--- src/rtl/serial_mag_compare_pkg.sv ---
// Shared types and constants for the serial magnitude comparator.
package serial_mag_compare_pkg;

    typedef enum logic [1:0] {
        S_IDLE = 2'd0,
        S_RUN  = 2'd1,
        S_DONE = 2'd2
    } state_t;

    // Bit positions inside the registered result vector
    localparam int unsigned RES_LT = 0;
    localparam int unsigned RES_GT = 1;
    localparam int unsigned RES_EQ = 2;
    localparam int unsigned RES_W  = 3;

    // Counter width that stays legal when only one step exists
    function automatic int unsigned cnt_width(input int unsigned n);
        return (n > 1) ? $clog2(n) : 1;
    endfunction

endpackage

--- src/rtl/cmp_chunk.sv ---
// Combinational CHUNK-bit unsigned magnitude compare.
module cmp_chunk #(
    parameter int unsigned CHUNK = 2
) (
    input  logic [CHUNK-1:0] a,
    input  logic [CHUNK-1:0] b,
    output logic             lt_c,
    output logic             gt_c,
    output logic             eq_c
);

    assign lt_c = (a < b);
    assign gt_c = (a > b);
    assign eq_c = (a == b);

endmodule

--- src/rtl/serial_mag_compare.sv ---
// Multi-cycle MSB-first magnitude comparator, CHUNK bits per clock, signed/unsigned.
// Optional feature macro: CMP_EARLY_EXIT_EN (finish on the first unequal chunk).
module serial_mag_compare
    import serial_mag_compare_pkg::*;
#(
    parameter int unsigned WIDTH = 16,
    parameter int unsigned CHUNK = 2
) (
    input  logic             clk,
    input  logic             rst_n,
    input  logic             start,
    input  logic [WIDTH-1:0] a,
    input  logic [WIDTH-1:0] b,
    input  logic             is_signed,
    output logic             busy,
    output logic             done,
    output logic             lt,
    output logic             gt,
    output logic             eq
);

    localparam int unsigned NSTEP = WIDTH / CHUNK;
    localparam int unsigned SW    = cnt_width(NSTEP);
    localparam int unsigned LAST  = NSTEP - 1;

    generate
        if (WIDTH < 2 || CHUNK == 0 || (WIDTH % CHUNK) != 0) begin : g_bad_cfg
            $error("serial_mag_compare: CHUNK must divide WIDTH and WIDTH must be >= 2");
        end
    endgenerate

    state_t             state;
    state_t             state_nx;
    logic [SW-1:0]      step;
    logic [WIDTH-1:0]   sh_a;
    logic [WIDTH-1:0]   sh_b;
    logic               decided;
    logic               dec_lt;
    logic [RES_W-1:0]   res;
    logic [RES_W-1:0]   res_nx_c;
    logic               busy_q;
    logic               done_q;
    logic               accept_c;
    logic               finish_c;
    logic               early_c;
    logic               c_lt;
    logic               c_gt;
    logic               c_eq;
    logic [WIDTH-1:0]   sign_mask_c;

    cmp_chunk #(.CHUNK(CHUNK)) u_cmp_chunk (
        .a    (sh_a[WIDTH-1 -: CHUNK]),
        .b    (sh_b[WIDTH-1 -: CHUNK]),
        .lt_c (c_lt),
        .gt_c (c_gt),
        .eq_c (c_eq)
    );

    // Flipping the sign bit of both operands maps two's complement onto unsigned order
    assign sign_mask_c = {is_signed, {(WIDTH-1){1'b0}}};

`ifdef CMP_EARLY_EXIT_EN
    assign early_c = !decided && !c_eq;
`else
    assign early_c = 1'b0;
`endif

    always_ff @(posedge clk or negedge rst_n) begin
        if (!rst_n) begin
            state <= S_IDLE;
        end else begin
            state <= state_nx;
        end
    end

    always_comb begin
        state_nx = state;
        accept_c = 1'b0;
        finish_c = 1'b0;
        case (state)
            S_IDLE: begin
                if (start) begin
                    state_nx = S_RUN;
                    accept_c = 1'b1;
                end
            end
            S_RUN: begin
                if (step == SW'(LAST) || early_c) begin
                    state_nx = S_DONE;
                    finish_c = 1'b1;
                end
            end
            S_DONE: begin
                if (start) begin
                    state_nx = S_RUN;
                    accept_c = 1'b1;
                end else begin
                    state_nx = S_IDLE;
                end
            end
            default: state_nx = S_IDLE;
        endcase
    end

    // A frozen decision wins over the chunk currently being compared
    always_comb begin
        res_nx_c         = '0;
        res_nx_c[RES_LT] = decided ? dec_lt  : c_lt;
        res_nx_c[RES_GT] = decided ? !dec_lt : c_gt;
        res_nx_c[RES_EQ] = !decided && c_eq;
    end

    always_ff @(posedge clk or negedge rst_n) begin
        if (!rst_n) begin
            step    <= '0;
            sh_a    <= '0;
            sh_b    <= '0;
            decided <= 1'b0;
            dec_lt  <= 1'b0;
            res     <= '0;
            busy_q  <= 1'b0;
            done_q  <= 1'b0;
        end else begin
            if (accept_c) begin
                sh_a    <= a ^ sign_mask_c;
                sh_b    <= b ^ sign_mask_c;
                step    <= '0;
                decided <= 1'b0;
                dec_lt  <= 1'b0;
            end else if (state == S_RUN) begin
                sh_a <= sh_a << CHUNK;
                sh_b <= sh_b << CHUNK;
                step <= step + SW'(1);
                if (!decided && !c_eq) begin
                    decided <= 1'b1;
                    dec_lt  <= c_lt;
                end
            end
            if (finish_c) begin
                res <= res_nx_c;
            end
            busy_q <= (state_nx == S_RUN);
            done_q <= (state_nx == S_DONE);
        end
    end

    assign busy = busy_q;
    assign done = done_q;
    assign lt   = res[RES_LT];
    assign gt   = res[RES_GT];
    assign eq   = res[RES_EQ];

endmodule

--- config.mk ---
export PLATFORM = sky130hd
export DESIGN_NAME = serial_mag_compare
export DESIGN_NICKNAME = d
export VERILOG_FILES = /design/src/rtl/serial_mag_compare_pkg.sv /design/src/rtl/cmp_chunk.sv /design/src/rtl/serial_mag_compare.sv
export SDC_FILE = /design/constraint.sdc
export NUM_CORES = 1
export LEC_CHECK = 0
export ABC_AREA = 1
export CAP_MARGIN = 5
export CORE_AREA = 2 2 83 61
export DETAILED_ROUTE_END_ITERATION = 10
export DIE_AREA = 0 0 85 63
export PLACE_DENSITY = 0.8
export SETUP_SLACK_MARGIN = 0.15
export SYNTH_ARGS = -nofsm -noshare
export SYNTH_HDL_FRONTEND = slang
export SYNTH_SLANG_ARGS = --single-unit
--- constraint.sdc ---
create_clock -name clk -period 1.3 [get_ports clk]
set_clock_uncertainty 0.2 [all_clocks]
set_input_delay 0.13 -clock clk [delete_from_list [all_inputs] [get_ports clk]]
set_output_delay 0.13 -clock clk [all_outputs]
set_load 0.02 [all_outputs]
==> results of run 1 <==
==> path summary, 6_finish.rpt <==
check | startpoint | end | cells after the start
worst max-delay path | step[0] | res[0] | 6
worst min-delay path | rst_n | sh_a[15] | 3
worst max register to register | step[0] | res[0] | 6
worst min register to register | sh_b[1] | sh_b[1] | 2
max in group asynchronous | rst_n | sh_b[11] | 3
min in group clk | b[0] | sh_b[0] | 3
==> what timing repair did <==
item | in CTS | in global routing
buffers inserted | 13 | 8
pin swaps | 9 | 8
resized for setup | 71 | 30
gates cloned | 4 | 0
hold buffers | 1 | 0
endpoints found under the setup margin | 49 | 49
endpoints found under the hold margin | 44 | 0
==> cell usage in the layout (no fill, tap or decap), types with 5 or more instances in the layout <==
cell type and instances:
nand2_1 102, nand3_1 18, inv_2 8, inv_1 9
clkbuf_8 5, buf_4 19, nand2_2 13, clkdlybuf4s50_1 34
buf_12 6, nand3_2 12, nand2_4 7, buf_6 9
dfrtp_1 44
==> through the flow <==
stage | power, mW | setup slack (ps) | TNS (ps)
after detailed placement | 4.78 | -179 | -5660
after global placement | 4.66 | -151 | -4800
final | 7.38 | -98.7 | -1660
after floorplan | 4.10 | 6.23 | 0
after CTS | 6.84 | -50.8 | -1270
after global routing | 7.92 | -134 | -3960
==> flip-flops by register name, indices dropped and copies added (netlist names) <==
signal,cells
sh_b,16
dec_lt,1
busy,1
sh_a,16
res,3
done,1
state,2
decided,1
step,3
==> cell families (layout without fill, tap and decap cells) <==
kind of cell,Yosys count,after routing,synth area share
AND/OR/NAND/NOR,158,158,0.326
adder cells (fa/ha/maj),4,4,0.0251
buffers and inverters,29,102,0.0765
AO/OA/AOI/OAI,8,8,0.0207
flip-flops,44,44,0.552
==> per-layer routing <==
layer | wire [um] | share of wire
met4 | 127 | 0.026
met1 | 2110 | 0.43
met2 | 2480 | 0.50
met5 | 0 | 0
met3 | 195 | 0.040
==> final cells by class <==
type	instances	share of cell area
Tap cell	57	0.0227
Sequential cell	44	0.350
Multi-Input combinational cell	170	0.310
Clock inverter	3	0.0147
Timing Repair inverter	3	0.0123
Inverter	20	0.0302
Clock buffer	5	0.0219
Timing Repair Buffer	71	0.238
==> worst max-delay path: stages (launching register included) <==
cell	delay [ps]
dfrtp_1	400
ha_2	200
ha_4	180
nand3_4	140
nor2_4	50
nand2_1	60
nand2_1	50
==> report_power, final <==
group          internal (mW)  switching, mW
Combinational           1.81           2.09
Clock                  0.579          0.507
Sequential              1.99          0.411
Total                   4.38           3.00
==> out/metrics.csv, run 1 <==
metric;value;unit
clock_sinks;44;
yosysWarnings;0;
period_share;1.08;
cts_tree;yes;
crit_required;1290;ps
path_clk_slew;90;ps
die_h;63;um
portBuffers;40;
hold-worst-slack;129;ps
crit_type;reg -> reg;
wire_per_inst;13.2;um
grt_pass1_wl;8.02;mm
stdcell_count;373;
slew_violations;0;
first_global_vias;1795;
powerDensity;2350;nW/um2
max_freq;715;MHz
netlist_instances;243;
io_pins;41;
ys.flop_type;dfrtp_1;
hold_viol;0;
synth_area_leader_cell;dfrtp_1;
numCtsBuffers;5;
diodes;0;
nets;355;
clock-root-buffer;clkbuf_8;
synth-seq-cells;44;
clock_latency;300;ps
tightest_slew;237;ps
gr-usage-met2;0.328;
dp.cells;339;
regArea;1100;um2
fin_util;0.684;
setup_viol;41;
multi_input_area;976;um2
synthTopCellsByCount;nand2_1, dfrtp_1, nand3_1;
endpoint_kind;flip-flop;
synth_most_common_cell;nand2_1;
synth_top_area_frac;0.552;
hold_class;in -> async;
grt_util_all_layers;0.191;
synth-async-reset-ratio;1.00;
drive_gt1_frac;0.323;
final_area;3140;um2
setup_ws;-98.7;ps
core_area;4600;um2
grt_use_met3;0.0383;
globalRouteMet1Util;0.246;
wl;4.92;mm
worstPathArrival;1390;ps
rsz0062_at_grt;true;
power.leakage;1.60;nW
drtAntennaViolNets;0;
nFillCells;357;
fp.dieW;85;um
cap_violations;0;
dp_hpwl;2.74;mm
cp-start-kind;flip-flop;
vdd_drop_max;0.00131;V
synth_edf_count;0;
rrSetupSlack;-100;ps
cts_htree_levels;2;
outcome;complete, but fails checks;
synth.distinct_cells;16;
place_area;2530;um2
dieArea;5360;um2
antenna_found_initial;0;
violations;setup timing;
synth_nets;283;
ys_seq_area_frac;0.552;
drt-pass1-iter-count;4;
drt_iter0_markers;84;
routabilityCongestion;0.785;
slew_headroom;0.842;
viasPerCell;4.82;
ys_top_cells_by_area;dfrtp_1, nand2_1, nand3_1;
grt_max_degree;45;
overflow;0;
avgSynthCellArea;8.21;um2
rows;21;
cts_max_path_buffers;2;
dr_total_vias;1797;
cp_max_fo;7;
fin_crit;1400;ps
drc;0;
start_util;0.434;
syn-cell-area;1990;um2
area.growth.synth_to_final;57.7;%
busiest_layer;met2;
Note: power is estimated with default switching activity, not from simulation.
==> run 2, diff against run 1 <==
Settings changed: ABC_AREA 1 to not set.
==> out/metrics.csv, run 2 <==
metric;value;unit;change
io_pins;41;;unchanged
grt_max_degree;45;;unchanged
drc;0;;unchanged
reg2reg_from;step[1];;
drive_gt1_frac;0.267;;-0.0555
layout_commonest_cell;dfrtp_1;;
dieArea;5360;um2;unchanged
routabilityCongestion;0.739;;-5.8%
die_h;63;um;unchanged
synth_nets;193;;-32%
clock_latency;310;ps;about the same
fin_crit;1530;ps;+135 ps
powerDensity;2440;nW/um2;+4.0%
ys_seq_area_frac;0.554;;+0.00209
busiest_layer;met2;;
netlist_instances;153;;-37%
clock_sinks;44;;unchanged
diodes;0;;unchanged
power.leakage;1.46;nW;-9.0%
nets;256;;-28%
dp_hpwl;2.76;mm;+0.95%
dr_total_vias;1461;;-19%
grt_pass1_wl;7.08;mm;-12%
rrSetupSlack;-230;ps;-130 ps
hold_class;in -> async;;
fin_util;0.627;;-0.0571
synth-seq-cells;44;;unchanged
first_global_vias;1449;;-19%
gr-usage-met2;0.264;;-0.0645
drt-pass1-iter-count;4;;unchanged
cp_max_fo;7;;unchanged
crit_required;1290;ps;about the same
path_clk_slew;90;ps;about the same
synth_edf_count;0;;unchanged
crit_slowest_cell;dfrtp_1;;
reg_top3;sh_a: 16 flops, sh_b: 16 flops;;
violations;setup timing;;
synth_most_common_cell;dfrtp_1;;
r2r_cells;5;;-1
cp-start-kind;flip-flop;;
wire_per_inst;16.0;um;+21%
drtAntennaViolNets;0;;unchanged
vdd_drop_max;0.00119;V;-9.2%
synth_top_area_frac;0.554;;+0.00209
syn-cell-area;1990;um2;-0.38%
cts_max_path_buffers;2;;unchanged
yosysWarnings;0;;unchanged
pre_cts_ws;-301;ps;-122 ps
critPathBufInv;0;;unchanged
synth.distinct_cells;29;;+13
rows;21;;unchanged
final_cell_mix;dfrtp_1, clkdlybuf4s50_1, a22o_1;;
clock-root-buffer;clkbuf_8;;
ys.flop_type;dfrtp_1;;
slew_violations;0;;unchanged
timing.critical_path.depth;5;;-1
portBuffers;40;;unchanged
grt_util_all_layers;0.172;;-0.0194
drt_iter0_markers;108;;+29%
critPathTopFamily;flip-flops;;
outcome;complete, but fails checks;;
worstPathArrival;1530;ps;+140 ps
max_freq;652;MHz;-8.8%
cts_htree_levels;2;;unchanged
synth-async-reset-ratio;1.00;;unchanged
tightest_slew;300;ps;+63.2 ps
antenna_found_initial;0;;unchanged
start_util;0.432;;-0.00163
hold_viol;0;;unchanged
setup_viol;43;;+4.9%
critical_path.max_stage_delay;370;ps;-30 ps
hold-worst-slack;122;ps;-6.69 ps
viasPerCell;5.33;;+11%
crit_chain;ha_2, ha_4, and3b_2, nor2b_1, a41o_1;;
overflow;0;;unchanged
synth_area_leader_cell;dfrtp_1;;
setup_ws;-234;ps;-135 ps
wl;4.37;mm;-11%
period_share;1.18;;+0.104
area.growth.synth_to_final;45.0;%;
cts_tree;yes;;
avgSynthCellArea;13.0;um2;+58%
ys_top_cells_by_area;dfrtp_1, a22o_1, a21o_1;;
cap_violations;0;;unchanged
core_area;4600;um2;unchanged
slew_headroom;0.800;;-0.0426
rsz0062_at_grt;true;;
numCtsBuffers;5;;unchanged
crit_type;reg -> reg;;
grt_use_met3;0.0449;;+0.00661
globalRouteMet1Util;0.234;;-0.0116
fp.dieW;85;um;unchanged
rr_endpoint;res[2];;
synthTopCellsByCount;dfrtp_1, a22o_1, a21o_1;;
endpoint_kind;flip-flop;;
run 2: cell types whose count changed in the layout (fill, tap and decap cells not counted), moves of 6 or more:
cell,previous run,this run
a21o_1,0,27
nand2_1,102,4
inv_1,9,3
nand3_2,12,0
nand3_1,18,0
a22o_1,0,31
nand2_4,7,0
nand2_2,13,0
buf_4,19,11
inv_2,8,2
run 2: worst min-delay path, cell delays in order:
cell and delay (ps):
dlygate4sd3_1 520, buf_2 120, buf_12 230
run 2: cell type report:
class,instances,area [um2]
inverter,5,18.8
tap,57,71.3
timing repair buffer,68,778
clock buffer,5,68.8
clock inverter,3,18.8
fill,358,1720
multi-input combinational,92,825
sequential,44,1100
run 2: how the worst max path moves through the flow:
stage | from | to | slack, ps
2_1_floorplan | step[1] | res[1] | -170
3_3_place_gp | start | sh_a[14] | -280
3_5_place_dp | start | sh_a[14] | -300
4_1_cts | step[0] | res[2] | -210
5_1_grt | step[0] | res[2] | -290
6_report | step[1] | res[2] | -230
run 2: metrics by stage:
| stage | instance area [um2] | setup TNS [ps] | total power, mW | instances |
|---|---|---|---|---|
| 2_1_floorplan | 2060 | -2660 | 4.48 | 153 |
| 3_5_place_dp | 2590 | -9670 | 5.41 | 255 |
| 4_1_cts | 2780 | -6470 | 6.66 | 266 |
| 6_report | 2880 | -7240 | 7.03 | 274 |
| 3_3_place_gp | 2590 | -9590 | 5.29 | 255 |
| 5_1_grt | 2880 | -9240 | 7.48 | 274 |
run 2: report_power, final:
part	switching [mW]	leakage, nW	internal, mW	total [mW]
Combinational	1.47	0.859	2.35	3.81
Clock	0.486	0.0479	0.375	0.861
Sequential	0.394	0.552	1.96	2.36
run 2: cells by family after synthesis:
kind of cell / Yosys count / synth area share
AOI/OAI and AO/OA: 71 / 0.288
xor gates and xnor gates: 2 / 0.00882
adders and majority gates: 4 / 0.0252
buffers and inverters: 17 / 0.0649
DFF: 44 / 0.554
muxes: 3 / 0.0157
and+or+nand+nor: 12 / 0.0428
run 2: per-layer routing:
| layer | part of all wire | wire, um |
|---|---|---|
| met3 | 0.038 | 164 |
| met2 | 0.50 | 2170 |
| met1 | 0.45 | 1970 |
| met5 | 0 | 0 |
| met4 | 0.015 | 67 |
run 2: timing repair:
| action | CTS | global route |
|---|---|---|
| cloned | 2 | 1 |
| setup buffers | 0 | 7 |
| resized for setup | 35 | 9 |
| hold buffers | 1 | 0 |
| endpoints found under the setup margin | 49 | 49 |
| pin swaps | 4 | 5 |
| endpoints found under the hold margin | 44 | 0 |
==> run 3, diff against run 2 <==
Settings changed: CORE_AREA 2 2 83 61 to 2 2 64 78, DIE_AREA 0 0 85 63 to 0 0 66 80.
==> out/metrics.csv, run 3 (synthesis results as in run 2) <==
metric;value;unit;change
outcome;complete, but fails checks;;
violations;setup timing;;
cts_htree_levels;2;;unchanged
period_share;1.16;;-0.0176
power.leakage;1.45;nW;-0.38%
dieArea;5280;um2;-1.4%
cp-start-kind;flip-flop;;
stdcell_count;277;;+1.1%
drive_gt1_frac;0.274;;+0.00669
antenna_found_initial;0;;unchanged
core_area;4530;um2;-1.6%
numCtsBuffers;5;;unchanged
clock_latency;290;ps;-20 ps
slew_violations;0;;unchanged
drtAntennaViolNets;0;;unchanged
overflow;0;;unchanged
p_total;6.91;mW;-1.7%
nFillCells;341;;-4.7%
start_util;0.439;;+0.00681
setup_ws;-211;ps;+22.9 ps
final_cell_mix;dfrtp_1, clkdlybuf4s50_1, a22o_1;;
hold_class;in -> async;;
crit_type;reg -> reg;;
clock_sinks;44;;unchanged
vdd_drop_max;0.00127;V;+6.7%
cp_max_fo;7;;unchanged
drt-pass1-iter-count;4;;unchanged
rsz0062_at_grt;true;;
fp.dieW;66;um;-22%
grt_max_degree;31;;-31%
layout_commonest_cell;dfrtp_1;;
cap_violations;0;;unchanged
crit_required;1340;ps;+50 ps
first_global_vias;1487;;+2.6%
endpoint_kind;flip-flop;;
dp_hpwl;2.83;mm;+2.3%
final_area;2890;um2;+0.35%
powerDensity;2390;nW/um2;-2.0%
setup_viol;44;;+2.3%
wl;4.17;mm;-4.6%
slew_headroom;0.750;;-0.0493
rows;27;;+29%
area.growth.synth_to_final;45.5;%;
tightest_slew;375;ps;+74.7 ps
cts_tree;yes;;
fin_crit;1510;ps;-22.9 ps
nets;258;;+0.78%
grt_util_all_layers;0.173;;+0.000727
routabilityCongestion;0.811;;+9.7%
grt_pass1_wl;6.92;mm;-2.2%
io_pins;41;;unchanged
drc;0;;unchanged
wire_per_inst;15.1;um;-5.6%
portBuffers;40;;unchanged
place_area;2610;um2;+0.53%
clock-root-buffer;clkbuf_8;;
reg_top3;sh_a: 16 flops, sh_b: 16 flops;;
cts_max_path_buffers;2;;unchanged
drt_iter0_markers;40;;-63%
worstPathArrival;1550;ps;+20 ps
pre_cts_ws;-277;ps;+24.8 ps
dp.cells;256;;+0.39%
die_h;80;um;+27%
dr_total_vias;1491;;+2.1%
max_freq;662;MHz;+1.5%
viasPerCell;5.38;;+0.95%
diodes;0;;unchanged
path_clk_slew;90;ps;about the same
hold_viol;0;;unchanged
## run 3: worst max-delay path, cell delays in order (launching register included)
cell and delay [ps]:
dfrtp_1 380, and2b_4 240, nor2_4 320, clkbuf_16 210, a21o_1 100
## run 3: path summary, 6_finish.rpt
| kind | start | slack [ps] | to | cells past startpoint |
|---|---|---|---|---|
| worst max-delay path | state[0] | -210 | sh_b[4] | 4 |
| worst min-delay path | rst_n | 70 | sh_b[5] | 2 |
| worst max register to register | state[0] | -210 | sh_b[4] | 4 |
| worst min register to register | sh_b[5] | 290 | sh_b[5] | 1 |
| max in group asynchronous | rst_n | 350 | step[1] | 3 |
| min in group clk | b[0] | 240 | sh_b[0] | 2 |
## run 3: metrics by stage
step	utilization	hold WS [ps]	TNS (ps)
6_report	0.639	69.0	-6880
5_1_grt	0.639	90.1	-10100
4_1_cts	0.614	66.2	-5560
3_5_place_dp	0.576	-137	-9540
3_3_place_gp	0.576	-140	-9180
2_1_floorplan	-	-366	-2660
## run 3: metal layers
layer  up-vias  GRT usage  wire, um
li1        704          -         -
met1       740      0.223      1670
met2        43      0.281      2260
met3         4     0.0465       185
met4         0     0.0551        53
met5         -          0         0
## run 3: area by class of cell
class | count | area [um2] | share of cell area
Clock buffer | 5 | 68.8 | 0.0238
Inverter | 5 | 18.8 | 0.00649
Timing Repair Buffer | 70 | 773 | 0.267
Multi-Input combinational cell | 92 | 833 | 0.288
Sequential cell | 44 | 1100 | 0.381
Clock inverter | 3 | 23.8 | 0.00822
Tap cell | 58 | 72.6 | 0.0251
## run 3: what timing repair did
action                     in CTS  in global routing
hold buffers                    1                  0
buffers inserted                6                  4
pin swaps                      19                  1
gates cloned                    0                  2
hold endpoints to repair       44                  0
gates resized for setup        32                 11
setup endpoints to repair      49                 49
## run 3: power breakdown
group / total (mW) / switching [mW] / internal, mW
logic: 3.71 / 1.47 / 2.24
registers: 2.34 / 0.376 / 1.96
clock network: 0.862 / 0.481 / 0.380
total: 6.91 / 2.33 / 4.58
